[src/rtl/cms_pkg.sv]
// Shared monitoring package: default trace packet geometry, counter width,
// the holding-register state encoding and the trace packet layout.
package cms_pkg;

   localparam int unsigned TRACE_PC_WIDTH    = 64;
   localparam int unsigned TRACE_INSTR_WIDTH = 32;
   localparam int unsigned TRACE_IN_WIDTH    = TRACE_PC_WIDTH + TRACE_INSTR_WIDTH;
   localparam int unsigned TRACE_OUT_WIDTH   = 32;
   localparam int unsigned CNT_WIDTH         = 32;

   // Holding register occupancy.
   typedef enum logic {
      ST_EMPTY = 1'b0,
      ST_HOLD  = 1'b1
   } hold_state_e;

   // Default trace packet as it appears on S_AXIS_tdata.
   typedef struct packed {
      logic [TRACE_PC_WIDTH-1:0]    pc;
      logic [TRACE_INSTR_WIDTH-1:0] instr;
   } trace_pkt_t;

endpackage

[src/rtl/trace_axis_downsizer.sv]
// Splits one wide trace packet into RATIO narrow AXI-Stream beats, least
// significant word first, and counts delivered beats and frames.
//   clk, rst_n            : clock, async active-low reset
//   S_AXIS_*              : wide packet input (tvalid/tready/tdata/tlast)
//   M_AXIS_*              : narrow beat output (tvalid/tready/tdata/tlast)
//   stats_clear           : synchronous clear of both counters
//   beats_sent/frames_sent: wrapping counts of beats / tlast beats delivered
module trace_axis_downsizer
   import cms_pkg::*;
#(
   parameter int unsigned IN_WIDTH  = TRACE_IN_WIDTH,
   parameter int unsigned OUT_WIDTH = TRACE_OUT_WIDTH
) (
   input  logic                 clk,
   input  logic                 rst_n,
   input  logic                 S_AXIS_tvalid,
   output logic                 S_AXIS_tready,
   input  logic [IN_WIDTH-1:0]  S_AXIS_tdata,
   input  logic                 S_AXIS_tlast,
   output logic                 M_AXIS_tvalid,
   input  logic                 M_AXIS_tready,
   output logic [OUT_WIDTH-1:0] M_AXIS_tdata,
   output logic                 M_AXIS_tlast,
   input  logic                 stats_clear,
   output logic [CNT_WIDTH-1:0] beats_sent,
   output logic [CNT_WIDTH-1:0] frames_sent
);

   localparam int unsigned RATIO = IN_WIDTH / OUT_WIDTH;
   localparam int unsigned IDX_W = (RATIO > 2) ? $clog2(RATIO) : 1;
   localparam logic [IDX_W-1:0] LAST_IDX = IDX_W'(RATIO - 1);

   // Refuse geometries that do not split into at least two whole beats.
   if (((IN_WIDTH % OUT_WIDTH) != 0) || (RATIO < 2)) begin : g_bad_ratio
      $error("trace_axis_downsizer: IN_WIDTH must be a multiple (>=2x) of OUT_WIDTH");
   end

   hold_state_e                        state, state_nxt;
   logic [IDX_W-1:0]                   idx, idx_nxt;
   logic [RATIO-1:0][OUT_WIDTH-1:0]    holding, holding_nxt;
   logic                               hold_last, hold_last_nxt;
   logic                               on_last, s_xfer, m_xfer;

   // Handshake and beat selection, all derived from registered state.
   always_comb begin
      on_last       = (idx == LAST_IDX);
      M_AXIS_tvalid = (state == ST_HOLD);
      M_AXIS_tdata  = holding[idx];
      M_AXIS_tlast  = hold_last & on_last;
      // Accept a new packet while empty, or as the final beat leaves.
      S_AXIS_tready = (state == ST_EMPTY) | (on_last & M_AXIS_tready);
      s_xfer        = S_AXIS_tvalid & S_AXIS_tready;
      m_xfer        = M_AXIS_tvalid & M_AXIS_tready;
   end

   // Next-state logic for the holding register.
   always_comb begin
      state_nxt     = state;
      idx_nxt       = idx;
      holding_nxt   = holding;
      hold_last_nxt = hold_last;
      if (s_xfer) begin
         // A load always wins: it coincides with the last beat leaving.
         state_nxt     = ST_HOLD;
         idx_nxt       = '0;
         holding_nxt   = S_AXIS_tdata;
         hold_last_nxt = S_AXIS_tlast;
      end else if (m_xfer) begin
         if (on_last) begin
            state_nxt = ST_EMPTY;
            idx_nxt   = '0;
         end else begin
            idx_nxt = idx + IDX_W'(1);
         end
      end
   end

   // State register.
   always_ff @(posedge clk or negedge rst_n) begin
      if (!rst_n) begin
         state     <= ST_EMPTY;
         idx       <= '0;
         holding   <= '0;
         hold_last <= 1'b0;
      end else begin
         state     <= state_nxt;
         idx       <= idx_nxt;
         holding   <= holding_nxt;
         hold_last <= hold_last_nxt;
      end
   end

   // Delivery counters; clear has priority over a same-cycle increment.
   always_ff @(posedge clk or negedge rst_n) begin
      if (!rst_n) begin
         beats_sent  <= '0;
         frames_sent <= '0;
      end else if (stats_clear) begin
         beats_sent  <= '0;
         frames_sent <= '0;
      end else begin
         if (m_xfer) begin
            beats_sent <= beats_sent + CNT_WIDTH'(1);
         end
         if (m_xfer && M_AXIS_tlast) begin
            frames_sent <= frames_sent + CNT_WIDTH'(1);
         end
      end
   end

endmodule

[config.mk]
export PLATFORM = sky130hd
export DESIGN_NAME = trace_axis_downsizer
export DESIGN_NICKNAME = d
export VERILOG_FILES = /design/src/rtl/cms_pkg.sv /design/src/rtl/trace_axis_downsizer.sv
export SDC_FILE = /design/constraint.sdc
export NUM_CORES = 1
export LEC_CHECK = 0
export ABC_CLOCK_PERIOD_IN_PS = 2800
export CORE_UTILIZATION = 53
export CTS_CLUSTER_DIAMETER = 200
export CTS_CLUSTER_SIZE = 40
export DETAILED_ROUTE_END_ITERATION = 6
export PLACE_DENSITY_LB_ADDON = 0.1
export SETUP_SLACK_MARGIN = 0.05
export SLEW_MARGIN = 15
export SYNTH_ARGS = -nofsm -noshare
export SYNTH_HDL_FRONTEND = slang
export SYNTH_SLANG_ARGS = --single-unit
[constraint.sdc]
create_clock -name clk -period 2.8 [get_ports clk]
set_clock_uncertainty 0.1 [all_clocks]
set_input_delay 0.56 -clock clk [delete_from_list [all_inputs] [get_ports clk]]
set_output_delay 0.56 -clock clk [all_outputs]
set_load 0.01 [all_outputs]
==> results of run 1 <==
==> cell families (layout without fill, tap and decap cells) <==
group	count (synthesis)	after routing	share of synthesized area
AOI/OAI and AO/OA	55	55	0.03683
xor gates and xnor gates	53	53	0.06045
buffers and inverters	44	245	0.02835
adders and majority gates	2	2	0.003258
muxes	129	129	0.1840
and+or+nand+nor	228	228	0.1527
DFF	164	164	0.5345
==> what timing repair did <==
item | in CTS | in global routing
gates resized for setup | 0 | 7
cloned | 0 | 0
setup endpoints to repair | 6 | 20
setup buffers | 0 | 0
hold buffers | 0 | 0
==> placed cells by master (no fill, tap or decap), drive strengths merged <==
cell           count
a21oi             14
a31o               1
and2               3
and3              12
and3b              1
and4              10
and4b              1
buf               13
bufinv             1
clkbuf            20
clkdlybuf4s50    196
clkinv             8
clkinvlp           3
dfrtp            164
dlymetal6s2s       2
ha                 2
inv                2
mux2              97
mux2i             32
nand2             57
nand2b             2
nand3             25
nand4             22
nand4b             1
nor2              58
nor2b              1
nor3              10
nor3b              3
nor4              12
nor4b              1
o21ai             40
or2                1
or3                8
xnor2             26
xor2              27
==> stage by stage <==
step	setup slack (ns)	hold slack [ns]	util	total power, mW
finish	0.1113	0.04033	0.7452	8.765
global route	0.01151	0.08742	0.7452	9.245
CTS	0.008373	0.06368	0.7440	8.838
detailed placement	0.06902	0.3943	0.7037	6.596
global placement	0.1528	0.3886	0.7037	6.474
floorplan	0.7160	0.1644	-	5.168
==> cell type report <==
class | instances | area [um^2]
Timing Repair Buffer | 211 | 2160
Inverter | 2 | 7.507
Fill cell | 984 | 3565
Clock inverter | 12 | 107.6
Clock buffer | 20 | 456.7
Tap cell | 180 | 225.2
Sequential cell | 164 | 4105
Multi-Input combinational cell | 467 | 3362
==> final timing paths <==
kind	endpoint	slack [ns]	depth (start not counted)
max reg2reg	frames_sent[30]	0.41	6
min in group clk	holding[52]	0.40	1
min reg2reg	holding[52]	0.40	1
max in group asynchronous	holding[31]	1.80	2
max	M_AXIS_tdata[22]	0.11	5
min	frames_sent[20]	0.04	1
==> per-layer routing <==
layer | GRT usage | up-vias
met5 | 0 | -
met4 | 0.09375 | 0
met3 | 0.06645 | 29
met2 | 0.4192 | 201
met1 | 0.3185 | 2927
li1 | - | 2746
==> registers in the layout, indices dropped and copies added, names as in the netlist <==
register and cells:
M_AXIS_tvalid 1, beats_sent 32, frames_sent 32, hold_last 1, holding 96, idx 2
==> report_power, final <==
part / internal [mW] / total, mW / switching (mW)
clock: 1.27 / 2.20 / 0.934
combinational: 1.80 / 3.07 / 1.26
sequential: 3.11 / 3.50 / 0.387
==> worst max-delay path: stages, from the launching register on <==
cell and delay (ns):
dfrtp_2 0.44, nor2b_2 0.16, buf_12 0.22, nand2_1 0.07, o21ai_0 0.12, clkdlybuf4s50_1 0.59
==> flow_metrics.env, run 1 <==
export IMPL_status="finished, final reports clean"
export IMPL_viasPerCell=5.590
export IMPL_finalHoldViolCount=0
export IMPL_yosysSeqAreaShare=0.5345
export IMPL_drt_iter0_drc=369
export IMPL_critPathCaptureType="primary output"
export IMPL_fmax_mhz=371.9
export IMPL_postSynth_asyncResetShare=1.000
export IMPL_yosysWarnings=0
export IMPL_dpl_cell_area_um2=9843
export IMPL_finalWirelength_mm=17.96
export IMPL_yosys_top_cells_count="164 x dfrtp_1, 97 x mux2_2, 58 x nor2_1"
export IMPL_clk_latency_ns=0.42
export IMPL_grt_pass1_vias=5961
export IMPL_synth_area_um2=7679
export IMPL_vias=5903
export IMPL_period_share=0.9602
export IMPL_grt_pass1_wl_mm=29.41
export IMPL_syn2layout_area_growth_pct=35.75
export IMPL_fin_tns_setup_ns=0
export IMPL_antenna_found_initial=0
export IMPL_final_net_count=967
export IMPL_routed_top_layer="met4"
export IMPL_leakagePower_nw=4.254
export IMPL_synthCells=675
export IMPL_die_w_um=122.4
export IMPL_ys_types=40
export IMPL_port_buffers=200
export IMPL_clkTransAtPathRegs_ns=0.06
export IMPL_ctsRootBufferMaster="clkbuf_16"
export IMPL_cp_start_kind="flop"
export IMPL_synth_edf_count=0
export IMPL_gp_congestion=0.8584
export IMPL_met1_length_mm=7.265
export IMPL_synth_ff_type="dfrtp_1"
export IMPL_firstDrtPassIters=5
export IMPL_wl_met3_mm=1.180
export IMPL_path_class="reg2out"
export IMPL_wire_per_inst_um=17.01
export IMPL_tritoncts="built"
export IMPL_met2_length_mm=9.135
export IMPL_cts_sinks=164
export IMPL_min_period_ns=2.689
export IMPL_final_instance_count_excl_fill=1056
export IMPL_rows=43
export IMPL_grt_max_degree=68
export IMPL_setup_viol=0
export IMPL_die_h_um=122.4
export IMPL_synth_nets=779
export IMPL_slew_headroom=0.4093
export IMPL_slew_violations=0
export IMPL_worstMarginPinSlew_ns=0.8860
export IMPL_crit_path_start="idx[0]"
export IMPL_holdCritPathClass="in2async"
export IMPL_final_cell_area_um2=10420
export IMPL_required_ns=2.14
export IMPL_synth_seq_cells=164
export IMPL_postRouteAntennaNets=0
export IMPL_synth_area_top_cells="dfrtp_1 53%, mux2_2 14%, mux2i_1 4.2%, xor2_1 3.1%, xnor2_1 3.0%"
export IMPL_p_per_area_nw_per_um2=840.9
export IMPL_gr_usage_all_layers=0.2532
export IMPL_yosysTopAreaCell="dfrtp_1"
export IMPL_n_antenna_cell=0
export IMPL_gr_total_overflow=0
export IMPL_htreeDepth=4
export IMPL_dieArea_um2=14970
export IMPL_synth_top_area_frac=0.5345
export IMPL_worst_ep_arrival_time_ns=2.03
export IMPL_peakVddDrop_v=0.0006939
export IMPL_regToRegStartpoint="idx[0]"
export IMPL_hpwl_mm=12.16
export IMPL_placedCellCount=1024
export IMPL_numCtsBuffers=17
export IMPL_drive_gt1_frac=0.1735
export IMPL_core_um2=13990
export IMPL_synth_most_common_cell="dfrtp_1"
export IMPL_grt_setup_unrepaired="true"
export IMPL_syn_area_per_cell_um2=11.38
export IMPL_cts_path_max_buffers=2
export IMPL_ios=201
export IMPL_drc=0
export IMPL_initial_core_util=0.5489
export IMPL_maxCapViolations=0
export IMPL_cp_max_fo=32
Power figures use the tool's default switching activity.
==> inputs of run 2 (changes only) <==
--- a/config.mk
+++ b/config.mk
@@ -10,8 +10,10 @@
 export CTS_CLUSTER_DIAMETER = 200
 export CTS_CLUSTER_SIZE = 40
 export DETAILED_ROUTE_END_ITERATION = 6
+export GPL_ROUTABILITY_DRIVEN = 0
 export PLACE_DENSITY_LB_ADDON = 0.1
 export SETUP_SLACK_MARGIN = 0.05
+export SKIP_CTS_REPAIR_TIMING = 1
 export SLEW_MARGIN = 15
 export SYNTH_ARGS = -nofsm -noshare
 export SYNTH_HDL_FRONTEND = slang
==> results of run 2 <==
Same layout as run 1: the final DEF is identical, and so are final timing and power.
